<file path="src/rtl/kmp_tabla_builder_if.sv">
// kmp_tabla_builder_if: pattern-load / table-read bundle for kmp_tabla_builder.
//   master modport (upstream + searcher side): drives pat_we/pat_addr/pat_data,
//     pat_len, start, rd_addr; observes rd_pat, rd_tab, busy, done, tab_valid,
//     err, cyc_count.
//   slave modport (kmp_tabla_builder): the mirror image.
interface kmp_tabla_builder_if #(
    parameter int unsigned DATA_W  = 8,
    parameter int unsigned MAX_PAT = 16,
    parameter int unsigned IDX_W   = $clog2(MAX_PAT),
    parameter int unsigned LEN_W   = $clog2(MAX_PAT + 1)
);
    logic              pat_we;
    logic [IDX_W-1:0]  pat_addr;
    logic [DATA_W-1:0] pat_data;
    logic [LEN_W-1:0]  pat_len;
    logic              start;
    logic [IDX_W-1:0]  rd_addr;
    logic [DATA_W-1:0] rd_pat;
    logic [IDX_W-1:0]  rd_tab;
    logic              busy;
    logic              done;
    logic              tab_valid;
    logic              err;
    logic [15:0]       cyc_count;

    modport master (
        output pat_we, pat_addr, pat_data, pat_len, start, rd_addr,
        input  rd_pat, rd_tab, busy, done, tab_valid, err, cyc_count
    );

    modport slave (
        input  pat_we, pat_addr, pat_data, pat_len, start, rd_addr,
        output rd_pat, rd_tab, busy, done, tab_valid, err, cyc_count
    );
endinterface

</file>
<file path="src/rtl/kmp_tabla_builder.sv">
// kmp_tabla_builder: stores a search pattern and builds its KMP failure (LPS)
// table, one symbol comparison per cycle, ahead of the KMP search controller.
//   clk  - rising-edge clock
//   rst  - asynchronous active-high reset
//   bus  - kmp_tabla_builder_if.slave: pattern write port, build start,
//          combinational pattern/table read port, busy/done/tab_valid/err
//          status, and cyc_count.
// Optional macro KMP_TABLA_CYCLES_EN: when defined, cyc_count counts busy
// cycles of the latest accepted build (saturating); otherwise it reads 0.
module kmp_tabla_builder #(
    parameter int unsigned DATA_W  = 8,
    parameter int unsigned MAX_PAT = 16,
    parameter int unsigned IDX_W   = $clog2(MAX_PAT),
    parameter int unsigned LEN_W   = $clog2(MAX_PAT + 1)
) (
    input logic                clk,
    input logic                rst,
    kmp_tabla_builder_if.slave bus
);

    typedef enum logic [2:0] {StIdle, StInit, StCompare, StAdvance, StDone} state_e;

    state_e            state_q, state_d;
    logic [DATA_W-1:0] pat_q [MAX_PAT];
    logic [DATA_W-1:0] pat_d [MAX_PAT];
    logic [IDX_W-1:0]  lps_q [MAX_PAT];
    logic [IDX_W-1:0]  lps_d [MAX_PAT];
    logic [IDX_W-1:0]  k_q, k_d;
    logic [IDX_W-1:0]  q_q, q_d;
    logic [LEN_W-1:0]  len_q, len_d;
    logic              tab_valid_q, tab_valid_d;
    logic              err_q, err_d;

    logic len_bad;
    logic sym_eq;
    logic q_last;
    logic busy;

    assign len_bad = (bus.pat_len == '0) || (bus.pat_len > LEN_W'(MAX_PAT));
    assign sym_eq  = (pat_q[k_q] == pat_q[q_q]);
    assign q_last  = (LEN_W'(q_q) == len_q - LEN_W'(1));
    assign busy    = (state_q == StInit) || (state_q == StCompare) || (state_q == StAdvance);

    always_comb begin
        state_d     = state_q;
        pat_d       = pat_q;
        lps_d       = lps_q;
        k_d         = k_q;
        q_d         = q_q;
        len_d       = len_q;
        tab_valid_d = tab_valid_q;
        err_d       = err_q;

        unique case (state_q)
            StIdle: begin
                // The write lands in the same edge as start, so a build
                // launched together with a write sees the new symbol.
                if (bus.pat_we && (32'(bus.pat_addr) < MAX_PAT)) begin
                    pat_d[bus.pat_addr] = bus.pat_data;
                    tab_valid_d         = 1'b0;
                end
                if (bus.start) begin
                    tab_valid_d = 1'b0;
                    if (len_bad) begin
                        err_d   = 1'b1;
                        state_d = StDone;
                    end else begin
                        len_d   = bus.pat_len;
                        err_d   = 1'b0;
                        state_d = StInit;
                    end
                end
            end
            StInit: begin
                lps_d[0] = '0;
                q_d      = IDX_W'(1);
                k_d      = '0;
                state_d  = (len_q == LEN_W'(1)) ? StDone : StCompare;
            end
            StCompare: begin
                if (sym_eq) begin
                    k_d        = k_q + IDX_W'(1);
                    lps_d[q_q] = k_q + IDX_W'(1);
                    state_d    = StAdvance;
                end else if (k_q != '0) begin
                    // Fallback step: retry with the next shorter border.
                    k_d = lps_q[k_q - IDX_W'(1)];
                end else begin
                    lps_d[q_q] = '0;
                    state_d    = StAdvance;
                end
            end
            StAdvance: begin
                if (q_last) begin
                    state_d = StDone;
                end else begin
                    q_d     = q_q + IDX_W'(1);
                    state_d = StCompare;
                end
            end
            StDone: begin
                if (!err_q) begin
                    tab_valid_d = 1'b1;
                end
                state_d = StIdle;
            end
            default: state_d = StIdle;
        endcase
    end

    always_ff @(posedge clk or posedge rst) begin
        if (rst) begin
            state_q     <= StIdle;
            k_q         <= '0;
            q_q         <= '0;
            len_q       <= '0;
            tab_valid_q <= 1'b0;
            err_q       <= 1'b0;
            for (int i = 0; i < int'(MAX_PAT); i++) begin
                pat_q[i] <= '0;
                lps_q[i] <= '0;
            end
        end else begin
            state_q     <= state_d;
            k_q         <= k_d;
            q_q         <= q_d;
            len_q       <= len_d;
            tab_valid_q <= tab_valid_d;
            err_q       <= err_d;
            pat_q       <= pat_d;
            lps_q       <= lps_d;
        end
    end

`ifdef KMP_TABLA_CYCLES_EN
    logic [15:0] cyc_q, cyc_d;

    always_comb begin
        cyc_d = cyc_q;
        if ((state_q == StIdle) && bus.start && !len_bad) begin
            cyc_d = '0;
        end else if (busy && (cyc_q != 16'hFFFF)) begin
            cyc_d = cyc_q + 16'd1;
        end
    end

    always_ff @(posedge clk or posedge rst) begin
        if (rst) begin
            cyc_q <= '0;
        end else begin
            cyc_q <= cyc_d;
        end
    end

    assign bus.cyc_count = cyc_q;
`else
    assign bus.cyc_count = '0;
`endif

    assign bus.rd_pat    = pat_q[bus.rd_addr];
    assign bus.rd_tab    = lps_q[bus.rd_addr];
    assign bus.busy      = busy;
    assign bus.done      = (state_q == StDone);
    assign bus.tab_valid = tab_valid_q;
    assign bus.err       = err_q;

endmodule

</file>
<file path="src/flat_wrapper.sv">
// flat-port wrapper written by rule: the top's interface ports become plain ports
module kmp_tabla_builder_flat 
#(
    parameter int unsigned DATA_W  = 8,
    parameter int unsigned MAX_PAT = 16,
    parameter int unsigned IDX_W   = $clog2(MAX_PAT),
    parameter int unsigned LEN_W   = $clog2(MAX_PAT + 1)
)
  (clk, rst, bus_pat_we, bus_pat_addr, bus_pat_data, bus_pat_len, bus_start, bus_rd_addr, bus_rd_pat, bus_rd_tab, bus_busy, bus_done, bus_tab_valid, bus_err, bus_cyc_count);
  kmp_tabla_builder_if #(.DATA_W(DATA_W), .MAX_PAT(MAX_PAT), .IDX_W(IDX_W), .LEN_W(LEN_W)) bus_i ();
  input logic clk;
  input logic rst;
  input wire logic [$bits(bus_i.pat_we)-1:0] bus_pat_we;
  input wire logic [$bits(bus_i.pat_addr)-1:0] bus_pat_addr;
  input wire logic [$bits(bus_i.pat_data)-1:0] bus_pat_data;
  input wire logic [$bits(bus_i.pat_len)-1:0] bus_pat_len;
  input wire logic [$bits(bus_i.start)-1:0] bus_start;
  input wire logic [$bits(bus_i.rd_addr)-1:0] bus_rd_addr;
  output wire logic [$bits(bus_i.rd_pat)-1:0] bus_rd_pat;
  output wire logic [$bits(bus_i.rd_tab)-1:0] bus_rd_tab;
  output wire logic [$bits(bus_i.busy)-1:0] bus_busy;
  output wire logic [$bits(bus_i.done)-1:0] bus_done;
  output wire logic [$bits(bus_i.tab_valid)-1:0] bus_tab_valid;
  output wire logic [$bits(bus_i.err)-1:0] bus_err;
  output wire logic [$bits(bus_i.cyc_count)-1:0] bus_cyc_count;
  assign bus_i.pat_we = bus_pat_we;
  assign bus_i.pat_addr = bus_pat_addr;
  assign bus_i.pat_data = bus_pat_data;
  assign bus_i.pat_len = bus_pat_len;
  assign bus_i.start = bus_start;
  assign bus_i.rd_addr = bus_rd_addr;
  assign bus_rd_pat = bus_i.rd_pat;
  assign bus_rd_tab = bus_i.rd_tab;
  assign bus_busy = bus_i.busy;
  assign bus_done = bus_i.done;
  assign bus_tab_valid = bus_i.tab_valid;
  assign bus_err = bus_i.err;
  assign bus_cyc_count = bus_i.cyc_count;
  kmp_tabla_builder #(.DATA_W(DATA_W), .MAX_PAT(MAX_PAT), .IDX_W(IDX_W), .LEN_W(LEN_W)) u_core (.clk(clk), .rst(rst), .bus(bus_i));
endmodule
</file>
<file path="config.mk">
export PLATFORM = sky130hd
export DESIGN_NAME = kmp_tabla_builder_flat
export DESIGN_NICKNAME = d
export VERILOG_FILES = /design/src/rtl/kmp_tabla_builder_if.sv /design/src/rtl/kmp_tabla_builder.sv /design/src/flat_wrapper.sv
export SDC_FILE = /design/constraint.sdc
export NUM_CORES = 1
export LEC_CHECK = 0
export CAP_MARGIN = 20
export CORE_AREA = 2 2 143 145
export DETAILED_ROUTE_END_ITERATION = 8
export DIE_AREA = 0 0 145 147
export GPL_ROUTABILITY_DRIVEN = 0
export PLACE_DENSITY = 0.8
export SLEW_MARGIN = 20
export SYNTH_ARGS = -nofsm -noshare
export SYNTH_HDL_FRONTEND = slang
export SYNTH_SLANG_ARGS = --single-unit
</file>
<file path="constraint.sdc">
create_clock -name clk -period 15.1 [get_ports clk]
set_clock_uncertainty 0.05 [all_clocks]
set_input_delay 1.51 -clock clk [delete_from_list [all_inputs] [get_ports clk]]
set_output_delay 1.51 -clock clk [all_outputs]
set_load 0.005 [all_outputs]
</file>
* After elaboration in Yosys (flattened, before gate mapping)
Cells that the tools add are included.
Widths: inputs -> output; s select.
** Cells by class
- Reduce and logical (&&, ||, !) cells :: 20
- Add/subtract/negate cells :: 4
- Mux-type cells :: 41
- Equal/unequal tests :: 14
- Bitwise logic cells :: 8
- Magnitude comparators :: 8
** Operators by type and width (number)
- $bwmux 128 :: 1
- $mux 64 :: 2
- $bmux 8 s4 :: 3
- $and 64x64->64 :: 1
- $bwmux 64 :: 1
- $not 64->64 :: 1
- $mux 8 :: 7
- $bmux 4 s4 :: 2
- $demux 8 s4 :: 1
- $mux 4 :: 8
- $ge 5x5->1 const B :: 5
- $not 4->5 :: 5
- $pmux 4 s2 :: 3
- $mux 3 :: 6
- $demux 4 s4 :: 1
- $reduce_and 2->1 :: 7
- $pmux 3 s4 :: 1
- $lt 5x1->1 const B :: 2
- $add 4x1->4 const B :: 2
- $eq 8x8->1 :: 1
- $eq 3x2->1 const B :: 2
- $ne 2x2->1 const B :: 3
- $ne 3x2->1 const B :: 2
- $reduce_and 3->1 :: 2
- 18 further kinds :: 26
** Storage, ports and cells
- Bits of input ports :: 25
- Logic and storage cells :: 133
- Bits in registers :: 210
- Output and inout port bits :: 32

* Logic depth before layout (Yosys ltp)
- Word-level depth :: 10
- Gate-level depth with buffers :: 13
- Gate-level depth less buffers :: 9

* Worst setup path after synthesis
OpenSTA, ideal clock, no wires.
- Kind :: input port to output port
- From :: input port bus_rd_addr[0]
- To :: output port bus_rd_pat[7]
- Buffers on the path :: 2
- Stages :: 4
- Slack :: 9.958 ns
- Data arrival time :: 3.582 ns
- Required time :: 13.540 ns
- Path through :: buf_1 > buf_1 > mux4_2 > mux4_2
** On the way
- Word-level cells in the longest chain between the ends :: 4
** Ends and longest elaborated chain
- start, declared :: RTL line flat_wrapper.sv:18 : input wire logic [$bits(bus_i.rd_addr)-1:0] bus_rd_addr;
- $not 4->5 (not written as such) :: RTL line kmp_tabla_builder.sv:160 : assign bus.rd_pat = pat_q[bus.rd_addr];
- $bmux 8 s4 :: RTL line kmp_tabla_builder.sv:160
- $mux 8 (not written as such) (2 in a row) :: RTL line kmp_tabla_builder.sv:160
- end, declared :: RTL line flat_wrapper.sv:19 : output wire logic [$bits(bus_i.rd_pat)-1:0] bus_rd_pat;
Every way passes these cells. The select of a mux whose other input is x is not followed.

* Worst setup path in the final report
- From :: input port bus_rd_addr[0]
- To :: output port bus_rd_tab[2]
** On the way
- Word-level cells in the longest chain between the ends :: 4
** Ends and longest elaborated chain
- $not 4->5 (not written as such) :: RTL line kmp_tabla_builder.sv:161 : assign bus.rd_tab = lps_q[bus.rd_addr];
- $bmux 4 s4 :: RTL line kmp_tabla_builder.sv:161
- $mux 4 (not written as such) (2 in a row) :: RTL line kmp_tabla_builder.sv:161
- end, declared :: RTL line flat_wrapper.sv:20 : output wire logic [$bits(bus_i.rd_tab)-1:0] bus_rd_tab;
Every way passes these cells. The select of a mux whose other input is x is not followed.

==> impl_metrics.yaml <==
floorplanning:
  core_area_mm2: 0.0198
  start_util_pct: 63.5
  dieArea_mm2: 0.0213
  io_pins: 57
  die_height_um: 147
  core.rowCount: 52
  die_x_um: 145
sta:
  setup_tns_ns: 0
  hold_ws_ns: 0.465
  maxSlewViolCount: 0
  setup_viol: 0
  worst_pin_slew_ns: 1.10
  rsz0062_at_grt: "false"
  slew_headroom_pct: 26.2
  fin_crit_sh_pct: 35.9
  fmax_ghz: 0.184
  period_needed_ns: 5.42
  hold_viol_final: 0
grt:
  grt_pass1_wl_um: 52700
  first_global_vias: 8851
  antenna_found_initial: 0
  overflow: 0
  grt.total_usage_pct: 32.2
  grt_max_degree: 143
synthesis:
  synthTopCellsByArea: "dfrtp_1 (42%), mux4_2 (25%), mux2_2 (12%)"
  syn_inst: 908
  syn_area_mm2: 0.0126
  synthFlopType: "dfrtp_1"
  synthDistinctLibCells: 54
  synth_top_area_cell: "dfrtp_1"
  ys_seq_area_share_pct: 41.7
  synth_common_cells: "dfrtp_1 (210), mux4_2 (140), mux2_2 (137)"
  ys.warnings.count: 0
  async_reset_ff_share_pct: 100
  synth_most_common_cell: "dfrtp_1"
  avgSynthCellArea_um2: 13.9
  synth_enable_flop_cells: 0
  synth_top_area_share_pct: 41.7
  ys_seq_elements: 210
cells_and_area:
  syn_to_final_growth_pct: 9.50
  drive_above_1_share_pct: 37.1
  nets: 942
  multi_input_area_mm2: 0.00688
  antenna-diode-count: 0
  nFillCells: 1324
  seq_area_mm2: 0.00526
clock_network:
  cts_hold_buf: 0
  cts.clk_slew.worst_paths_ns: 0.06
  htree_num_levels: 1
  cts_root_buf: "clkbuf_16"
  cts_buffers: 23
  cts_tree: "yes"
  clkSinkCount: 210
  clk_latency_ns: 0.51
  ctsResizeCount: 0
  clock_path_buffers: 3
  post-cts-setup-buffers: 0
detailed_routing:
  post_drt_wl_per_cell_um: 27.8
  vias: 8781
  ant_nets: 0
  dr.first_iter.drc_count: 860
  drt_pass1_iterations: 5
  vias_per_cell: 7.35
  drc: 0
  routed_wl_um: 33300
flow_run:
  maxCapViolations: 0
power:
  ir_drop_mv: 0.0862
  leakage_nw: 5.73
  power_density_mw_per_mm2: 85.5
setup_path:
  crit_required_ns: 13.54
  cp_cell_sequence: "buf_4, mux4_2, mux4_2, clkdlybuf4s50_1"
  criticalPathCategory: "in2out"
  critPathMaxFanout: 48
  crit_path_max_incr_delay_ns: 0.71
  crit_path_frequent_cell: "mux4_2"
  cp-end-kind: "primary output"
  worstSetupStartpointType: "input pin"
  worstPathArrival_ns: 3.86
  slowest_stage: "buf_4"
placed_design:
  port_buffers: 40
  hpwl_um: 21100
outcome:
  status: "finished, final reports clean"
min_path:
  hp-class: "reg2reg"
-- worst paths after layout --
path,from,slack [ns],depth (start not counted),to
worst max-delay path,bus_rd_addr[0],9.68,4,bus_rd_tab[2]
worst min-delay path,u_core.lps_q[23],0.47,1,u_core.lps_q[23]
worst max register to register,u_core.q_q[0],10.45,9,u_core.lps_q[27]
worst min register to register,u_core.lps_q[23],0.47,1,u_core.lps_q[23]
max in group asynchronous,rst,12.06,3,u_core.pat_q[120]
min in group asynchronous,rst,1.55,2,u_core.bus.tab_valid
-- layer usage --
layer	routed length, µm	vias to the layer above	global-route usage [%]
met2	16000	547	50.6
met4	2110	0	18.4
met5	0	-	0
met3	2760	132	6.06
li1	-	3567	-
met1	12500	4535	43.0
-- flip-flops by register name, indices dropped and copies added (netlist names) --
register	count
u_core.k_q	4
u_core.pat_q	128
u_core.len_q	5
u_core.bus.tab_valid	1
u_core.lps_q	64
u_core.q_q	4
u_core.state_q	3
u_core.bus.err	1
-- metrics by stage --
stage / area [µm²] / instances / util (%) / setup slack, ns / total power, mW
2_1_floorplan: 12600 / 923 / - / 7.80 / 0.604
3_3_place_gp: 13000 / 1154 / 65.6 / 9.64 / 0.618
3_5_place_dp: 13000 / 1154 / 65.6 / 9.56 / 0.618
4_1_cts: 13800 / 1195 / 69.5 / 9.56 / 1.18
5_1_grt: 13800 / 1195 / 69.5 / 9.56 / 1.21
6_report: 13800 / 1195 / 69.5 / 9.68 / 1.18
-- power by group --
group          internal (mW)  switching, mW
logic                 0.0158         0.0289
clock network          0.338          0.233
registers              0.563              0
total                  0.917          0.262
-- worst max-delay path: cells and delay by family --
| family | cells | cell delay, ns |
|---|---|---|
| buffers and inverters | 2 | 1.20 |
| multiplexers | 2 | 1.12 |
-- cells in the final DEF, fill, tap and decap left out, types with 4 or more instances in the layout --
cell,Yosys,final
a2bb2oi_1,4,4
a21oi_1,10,10
a32o_1,17,17
dfrtp_1,210,207
clkinv_2,0,5
conb_1,1,16
ha_1,8,8
mux4_2,140,140
xor2_1,8,8
nor3_1,9,9
mux2i_1,9,9
inv_1,14,13
and2_1,4,4
o21ai_0,18,18
nor2_1,33,33
a22o_1,14,14
o22ai_1,5,5
nand3_1,13,13
nand2_1,49,49
clkdlybuf4s50_1,0,38
nand2b_1,6,6
buf_4,21,13
nor2b_1,9,9
clkinvlp_4,0,4
nand4_1,4,4
mux2_2,137,137
clkbuf_16,0,23
o2bb2ai_1,30,30
a22oi_1,24,24
clkbuf_8,0,5
xnor2_1,11,11
-- layout make-up --
class / count / area share (%)
Multi-Input combinational cell: 609 / 49.9
Sequential cell: 210 / 38.1
Clock buffer: 29 / 4.70
Timing Repair Buffer: 51 / 3.47
Tap cell: 270 / 2.45
Clock inverter: 12 / 0.898
Inverter: 14 / 0.436
-- cell families after synthesis --
kind of cell / synth area share, %
flip-flops: 41.7
AND/OR/NAND/NOR: 5.77
AO/OA/AOI/OAI: 8.24
other: 0.0298
adder cells (fa/ha/maj): 0.795
XOR/XNOR: 1.32
multiplexers: 38.0
buffers and inverters: 4.10
(Power assumes the default switching activity.)
